`config.mk`:
```
export PLATFORM = sky130hd
export DESIGN_NAME = serial_nibble_receiver
export DESIGN_NICKNAME = d
export VERILOG_FILES = /design/src/rtl/serial_nibble_receiver.sv
export SDC_FILE = /design/constraint.sdc
export NUM_CORES = 1
export LEC_CHECK = 0
export CAP_MARGIN = 25
export CORE_UTILIZATION = 53
export CTS_CLUSTER_DIAMETER = 40
export DETAILED_ROUTE_END_ITERATION = 6
export PLACE_DENSITY = 0.83
export SYNTH_ARGS = -nofsm -noshare
export SYNTH_HDL_FRONTEND = slang
export SYNTH_SLANG_ARGS = --single-unit
```
`constraint.sdc`:
```
create_clock -name clk -period 2.7 [get_ports clk]
set_input_delay 0.405 -clock clk [delete_from_list [all_inputs] [get_ports clk]]
set_output_delay 0.405 -clock clk [all_outputs]
set_load 0.01 [all_outputs]
```
`src/rtl/serial_nibble_receiver.sv`:
```
// serial_nibble_receiver
//   Serial-to-parallel frame receiver. Rebuilds DATA_W-bit words from a
//   framed, LSB-first serial line sampled on an external bit strobe:
//     start(0), D0..D(DATA_W-1), [even parity], stop(1)
//   Good words are presented on data_out with a one-cycle data_valid pulse.
//   Bad stop bits pulse frame_err; bad parity pulses parity_err.
//
//   Optional feature macro: PARITY_CHECK_EN
//     defined   -> one even-parity bit follows the last data bit and is checked
//     undefined -> no parity bit on the line, parity_err is held at 0
//
// Ports
//   clk         system clock, all logic on posedge
//   rst         synchronous reset, active low
//   serial_in   serial line, idles high
//   sample_en   bit strobe; the line is sampled only when 1
//   data_out    last good received word
//   data_valid  1-cycle pulse, data_out just updated
//   frame_err   1-cycle pulse, stop bit sampled as 0
//   busy        1 while a frame is in progress
//   parity_err  1-cycle pulse, parity mismatch
module serial_nibble_receiver #(
  parameter int DATA_W = 4
) (
  input  logic              clk,
  input  logic              rst,
  input  logic              serial_in,
  input  logic              sample_en,
  output logic [DATA_W-1:0] data_out,
  output logic              data_valid,
  output logic              frame_err,
  output logic              busy,
  output logic              parity_err
);

  localparam int CNT_W = $clog2(DATA_W + 1);

  typedef enum logic [1:0] {S_IDLE, S_DATA, S_PARITY, S_STOP} state_t;

  state_t            state_q, state_d;
  logic [CNT_W-1:0]  cnt_q, cnt_d;
  logic [DATA_W-1:0] shift_q, shift_d;
  logic [DATA_W-1:0] data_q, data_d;
  logic              valid_q, valid_d;
  logic              ferr_q, ferr_d;
  logic              perr_q, perr_d;
  logic              busy_q, busy_d;
  logic              par_bad;

`ifdef PARITY_CHECK_EN
  logic par_q, par_d;
  // Even parity: data bits plus the parity bit must XOR to zero.
  assign par_bad = ^{shift_q, par_q};
`else
  assign par_bad = 1'b0;
`endif

  always_comb begin
    state_d = state_q;
    cnt_d   = cnt_q;
    shift_d = shift_q;
    data_d  = data_q;
    valid_d = 1'b0;
    ferr_d  = 1'b0;
    perr_d  = 1'b0;
`ifdef PARITY_CHECK_EN
    par_d   = par_q;
`endif
    case (state_q)
      S_IDLE: begin
        if (sample_en && !serial_in) begin
          state_d = S_DATA;
          cnt_d   = '0;
        end
      end
      S_DATA: begin
        if (sample_en) begin
          // Bits arrive LSB first; place each at its own index.
          for (int i = 0; i < DATA_W; i++)
            if (cnt_q == CNT_W'(i)) shift_d[i] = serial_in;
          cnt_d = cnt_q + CNT_W'(1);
          if (cnt_q == CNT_W'(DATA_W - 1)) begin
`ifdef PARITY_CHECK_EN
            state_d = S_PARITY;
`else
            state_d = S_STOP;
`endif
          end
        end
      end
      S_PARITY: begin
        if (sample_en) begin
`ifdef PARITY_CHECK_EN
          par_d = serial_in;
`endif
          state_d = S_STOP;
        end
      end
      S_STOP: begin
        if (sample_en) begin
          // Straight back to IDLE so a start bit on the next strobe is taken.
          state_d = S_IDLE;
          ferr_d  = !serial_in;
          perr_d  = par_bad;
          if (serial_in && !par_bad) begin
            data_d  = shift_q;
            valid_d = 1'b1;
          end
        end
      end
      default: state_d = S_IDLE;
    endcase
    // Registered from the next state so busy drops with the result pulse.
    busy_d = (state_d != S_IDLE);
  end

  always_ff @(posedge clk) begin
    if (!rst) begin
      state_q <= S_IDLE;
      cnt_q   <= '0;
      shift_q <= '0;
      data_q  <= '0;
      valid_q <= 1'b0;
      ferr_q  <= 1'b0;
      perr_q  <= 1'b0;
      busy_q  <= 1'b0;
`ifdef PARITY_CHECK_EN
      par_q   <= 1'b0;
`endif
    end else begin
      state_q <= state_d;
      cnt_q   <= cnt_d;
      shift_q <= shift_d;
      data_q  <= data_d;
      valid_q <= valid_d;
      ferr_q  <= ferr_d;
      perr_q  <= perr_d;
      busy_q  <= busy_d;
`ifdef PARITY_CHECK_EN
      par_q   <= par_d;
`endif
    end
  end

  assign data_out   = data_q;
  assign data_valid = valid_q;
  assign frame_err  = ferr_q;
  assign busy       = busy_q;
  assign parity_err = perr_q;

endmodule

```
==> run_results.csv, run 1 <==
group,metric,value,unit
power_and_ir_drop,clkPwrFrac,0.362,
min_path,min_to,"data_out[2]$_SDFFE_PN0P_",
run,max_cap_viol_count,0,
worst_setup_path,worstPathCellList,"clkdlybuf4s50_1",
placement,port_buffers,10,
placement,place.gp.congestion,0.789,
layout,design_area,831,um^2
worst_setup_path,arrival,1.17,ns
placement,post_dp_cell_area,795,um^2
yosys,synthTopCellsByArea,"dfxtp_1, ha_1, nand2_1, mux2i_1, nand3_1",
yosys,netlist_area,703,um^2
global_routing,grt_pass1_wl,2030,um
timing,finalMaxSlewViolations,0,
worst_setup_path,crit_path_end_kind,"output port",
global_routing,grt_antenna_before_repair,0,
floorplanning,die_x,38.4,um
layout,finish.net_count,99,
clock_network,htree_levels,1,
min_path,hold_path.class,"reg2reg",
layout,diodes,0,
layout,fill_cells,101,
clock_network,path_clk_slew,0.09,ns
worst_setup_path,cp.depth,1,
timing,hold_viol,0,
yosys,synth_top_cell_area_share,0.456,
routing,highest_layer,"met4",
global_routing,grt_start_max_net_pins,12,
routing,ant_nets,0,
power_and_ir_drop,p_switching,0.0924,mW
worst_setup_path,crit_fanout,2,
power_and_ir_drop,netSwitchingFraction,0.217,
worst_setup_path,crit_required,2.30,ns
clock_network,clock-sinks,16,
clock_network,holdBufCountCts,0,
worst_setup_path,path_buf_inv,1,
yosys,syn_nets,88,
global_routing,grt.overflow.total,0,
layout,final_common_cell,"dfxtp_1",
clock_network,clk-insertion-delay-late,0.29,ns
min_path,hold_depth,2,
timing,skew,0.00951,ns
timing,grt_setup_unrepaired,"false",
layout,final_util,0.709,
worst_setup_path,critPathSlowestCell,"clkdlybuf4s50_1",
yosys,yosys.area.top_type,"dfxtp_1",
worst_setup_path,r2r-end,"shift_q[3]$_SDFFE_PN0P_",
power_and_ir_drop,leakage,0.343,nW
clock_network,cts_buffers,3,
power_and_ir_drop,total_power,0.426,mW
layout,multiInputGateArea,334,um^2
timing,fin_setup_tns,0,ns
power_and_ir_drop,pwr-share-comb,0.067,
floorplanning,die_area,1480,um^2
worst_setup_path,critical_path.max_stage_delay,0.53,ns
floorplanning,core,1170,um^2
yosys,synth_cell_types,22,
routing,post_drt_wl_per_cell,12.0,um
layout,seq_area,320,um^2
clock_network,cts_root_buf,"clkbuf_4",
power_and_ir_drop,power_density,513,nW/um^2
floorplanning,io_pins,12,
global_routing,grt_pass1_vias,485,
clock_network,cts_resized,0,
worst_setup_path,critPathKind,"reg2out",
layout,final_cell_mix,"dfxtp_1, nand2_1, clkdlybuf4s50_1, inv_1",
routing,drcViolationCount,0,
floorplanning,die_y,38.4,um
layout,drive_above_1_share,0.0787,
placement,hpwl,935,um
timing,setup_viol,0,
layout,area_growth,18.1,%
worst_setup_path,reg2reg_setup_slack,1.45,ns
clock_network,clock_path_buffers,2,
timing,fmax,636,MHz
worst_setup_path,cp-start-kind,"flop",
clock_network,cts_tree,"yes",
timing,min_period,1.57,ns
worst_setup_path,r2r_cells,5,
routing,drt-total-wl,1240,um
yosys,synthCells,79,
routing,route.met3.wl,49,um
routing,wl_met1,548,um
floorplanning,start_util,0.600,
yosys,synth_seq_cells,16,
min_path,hp-start,"data_out[2]$_SDFFE_PN0P_",
yosys,postSynthAreaPerCell,8.90,um^2
floorplanning,rows,12,
routing,dr.pass1.iters,4,
worst_setup_path,rr_startpoint,"cnt_q[0]$_SDFFE_PN0P_",
routing,vias,544,
routing,vias_per_cell,5.28,
run_status,status,"finished, final reports clean",
power_and_ir_drop,p_int,0.334,mW
power_and_ir_drop,peakVddDrop,0.000392,V
power_and_ir_drop,p_seq_frac,0.571,
routing,wl_met2,626,um
yosys,yosys_warnings,0,
worst_setup_path,crit_family,"buffers and inverters",
yosys,ys_seq_area_frac,0.456,
timing,final.period_utilization,0.582,
routing,first_iter_violations,8,
clock_network,cts_setup_buffers,0,
global_routing,gr-usage-all-layers,0.216,
-- cell usage after synthesis --
cell       n
nor2_1     4
a211oi_1   1
ha_1       5
inv_1      6
and3b_2    1
nor2b_1    1
clkbuf_1   1
nand2b_1   1
nand2b_2   1
nand4_2    1
o21ai_0    3
buf_4      3
and4bb_1   1
a21oi_1    4
nand3_1    5
conb_1     1
nand2_1   12
mux2i_1    4
nor3_1     3
dfxtp_1   16
nand4b_1   1
o21ai_1    4
-- layout make-up --
| cell class | instances | share of cell area |
|---|---|---|
| clock buffers | 4 | 0.0437 |
| inverters | 6 | 0.0271 |
| multi-input cells | 53 | 0.402 |
| flip-flops and latches | 16 | 0.386 |
| well taps | 14 | 0.0211 |
| repair buffers | 10 | 0.120 |
-- power groups by stage --
stage	Clock (mW)	Combinational (mW)	Sequential, mW
2_1_floorplan	0	0.0221	0.247
3_3_place_gp	0	0.0274	0.249
3_5_place_dp	0	0.0281	0.249
4_1_cts	0.160	0.0283	0.243
5_1_grt	0.173	0.0318	0.244
6_report	0.154	0.0284	0.243
-- stage by stage --
| stage | hold slack, ns | instances | setup slack [ns] |
|---|---|---|---|
| after detailed placement | 0.463 | 99 | 1.02 |
| after global routing | 0.489 | 103 | 1.06 |
| after CTS | 0.474 | 103 | 1.11 |
| after floorplan | 0.428 | 79 | 1.57 |
| final | 0.469 | 103 | 1.13 |
| after global placement | 0.445 | 99 | 1.06 |
-- flip-flops by register name, indices dropped and copies added, names as in the netlist --
name        count
data_valid      1
frame_err       1
shift_q         4
state_q         2
data_out        4
cnt_q           3
busy            1
-- logic make-up (layout without fill, tap and decap cells) --
group,after synthesis,after routing,synth area share
flip-flops,16,16,0.456
multiplexers,4,4,0.0569
AO/OA/AOI/OAI,12,12,0.0890
other,1,1,0.00533
buffers and inverters,10,20,0.0694
adder cells (fa/ha/maj),5,5,0.0890
AND/OR/NAND/NOR,31,31,0.235
-- how the worst max path moves through the flow --
| stage | start | end | slack (ns) |
|---|---|---|---|
| 6_report | data_out[1]$_SDFFE_PN0P_ | data_out[1] | 1.13 |
| 5_1_grt | data_out[1]$_SDFFE_PN0P_ | data_out[1] | 1.06 |
| 4_1_cts | data_out[1]$_SDFFE_PN0P_ | data_out[1] | 1.11 |
| 3_5_place_dp | sample_en | data_out[3]$_SDFFE_PN0P_ | 1.02 |
| 3_3_place_gp | sample_en | shift_q[1]$_SDFFE_PN0P_ | 1.06 |
| 2_1_floorplan | cnt_q[0]$_SDFFE_PN0P_ | shift_q[3]$_SDFFE_PN0P_ | 1.57 |
-- routing by layer --
layer	global-route usage	up-vias
met5	0	-
met4	0.129	0
met3	0.0872	2
met2	0.352	12
met1	0.232	247
li1	-	283
No activity file was read; power rests on OpenSTA's default activity.
==> run 2: changes to the inputs <==
Settings changed: CORE_UTILIZATION 53 to 44, PLACE_DENSITY 0.83 to 0.74.
Clock period 2.7 ns to 1.4 ns, I/O delays scaled along.
==> run_results.csv, run 2 (synthesis results as in run 1) <==
group,metric,value,unit
placement,post_dp_cell_area,827,um^2
power_and_ir_drop,total_power,0.761,mW
global_routing,grt_pass1_wl,1890,um
clock_network,cts_buffers,3,
power_and_ir_drop,peakVddDrop,0.000422,V
power_and_ir_drop,p_seq_frac,0.616,
floorplanning,io_pins,12,
floorplanning,start_util,0.467,
clock_network,cts_tree,"yes",
global_routing,grt_pass1_vias,439,
routing,vias_per_cell,5.01,
layout,fin_cells,108,
layout,design_area,857,um^2
clock_network,cts_resized,0,
layout,finish.net_count,103,
min_path,hp-start,"shift_q[3]$_SDFFE_PN0P_",
clock_network,cts_setup_buffers,0,
routing,drt-total-wl,1140,um
power_and_ir_drop,pwr-share-comb,0.082,
worst_setup_path,crit_path_end_kind,"output port",
routing,drcViolationCount,0,
timing,fin_setup_tns,0,ns
layout,final_common_cell,"dfxtp_1",
power_and_ir_drop,netSwitchingFraction,0.223,
worst_setup_path,path_buf_inv,1,
power_and_ir_drop,leakage,0.411,nW
layout,diodes,0,
power_and_ir_drop,power_density,888,nW/um^2
routing,vias,541,
timing,setup_viol,0,
timing,final.period_utilization,0.967,
placement,port_buffers,10,
clock_network,holdBufCountCts,0,
run,max_cap_viol_count,0,
worst_setup_path,worstPathCellList,"clkdlybuf4s50_1",
global_routing,gr-usage-all-layers,0.149,
timing,min_period,1.35,ns
worst_setup_path,r2r_cells,5,
global_routing,grt_antenna_before_repair,0,
layout,final_util,0.569,
floorplanning,die_y,42.0,um
timing,finalMaxSlewViolations,0,
timing,hold_viol,0,
worst_setup_path,critPathKind,"reg2out",
placement,hpwl,856,um
run_status,status,"finished, final reports clean",
power_and_ir_drop,clkPwrFrac,0.301,
routing,dr.pass1.iters,2,
routing,post_drt_wl_per_cell,10.6,um
layout,area_growth,21.9,%
placement,place.gp.congestion,0.780,
routing,first_iter_violations,5,
clock_network,cts_root_buf,"clkbuf_4",
worst_setup_path,critPathLaunch,"data_out[3]$_SDFFE_PN0P_",
routing,ant_nets,0,
worst_setup_path,arrival,1.14,ns
timing,skew,0.00398,ns
timing,fin_ws,0.0467,ns
min_path,hold_path.class,"reg2reg",
worst_setup_path,crit_fanout,2,
clock_network,clk-insertion-delay-late,0.28,ns
floorplanning,rows,14,
worst_setup_path,crit_required,1.19,ns
worst_setup_path,crit_family,"buffers and inverters",
global_routing,grt.overflow.total,0,
clock_network,clock-sinks,16,
power_and_ir_drop,p_switching,0.169,mW
timing,fin_hold_ws,0.460,ns
timing,fmax,739,MHz
global_routing,grt_start_max_net_pins,10,
worst_setup_path,cp-start-kind,"flop",
placement,dp_slack,-0.0513,ns
worst_setup_path,critPathSlowestCell,"clkdlybuf4s50_1",
clock_network,path_clk_slew,0.08,ns
clock_network,htree_levels,1,
worst_setup_path,critical_path.max_stage_delay,0.53,ns
clock_network,clock_path_buffers,2,
floorplanning,core,1510,um^2
layout,final_cell_mix,"dfxtp_1, nand2_1, clkdlybuf4s50_1, inv_1",
timing,grt_setup_unrepaired,"false",
min_path,hold_depth,2,
power_and_ir_drop,p_int,0.591,mW
floorplanning,die_area,1760,um^2
worst_setup_path,cp.depth,1,
worst_setup_path,rr_startpoint,"cnt_q[0]$_SDFFE_PN0P_",
floorplanning,die_x,42.0,um
placement,dp.cells,105,
layout,drive_above_1_share,0.109,
==> run 2: final timing paths <==
kind	slack (ns)	endpoint
hold reg to reg	0.46	data_out[3]$_SDFFE_PN0P_
hold / removal	0.46	data_out[3]$_SDFFE_PN0P_
setup reg to reg	0.17	shift_q[3]$_SDFFE_PN0P_
setup / recovery	0.05	data_out[3]
==> run 2: per-layer routing <==
metal  up-vias  global-route usage  share of wire
met3         5              0.0517          0.033
li1        290                   -              -
met1       235               0.188           0.52
met2        11               0.206           0.41
met5         -                   0              0
met4         0               0.116          0.032
==> run 2: cell type report <==
| class | count | area [um^2] |
|---|---|---|
| Sequential cell | 16 | 320 |
| Inverter | 6 | 22.5 |
| Clock buffer | 3 | 22.5 |
| Timing Repair Buffer | 14 | 138 |
| Fill cell | 148 | 649 |
| Tap cell | 16 | 20.0 |
| Multi-Input combinational cell | 53 | 334 |
==> run 2: power groups by stage <==
stage | registers [mW] | logic [mW] | clock network (mW)
after floorplan | 0.476 | 0.0425 | 0
after global placement | 0.479 | 0.0615 | 0
after detailed placement | 0.480 | 0.0628 | 0
after CTS | 0.469 | 0.0632 | 0.239
after global routing | 0.471 | 0.0697 | 0.268
final | 0.469 | 0.0627 | 0.229
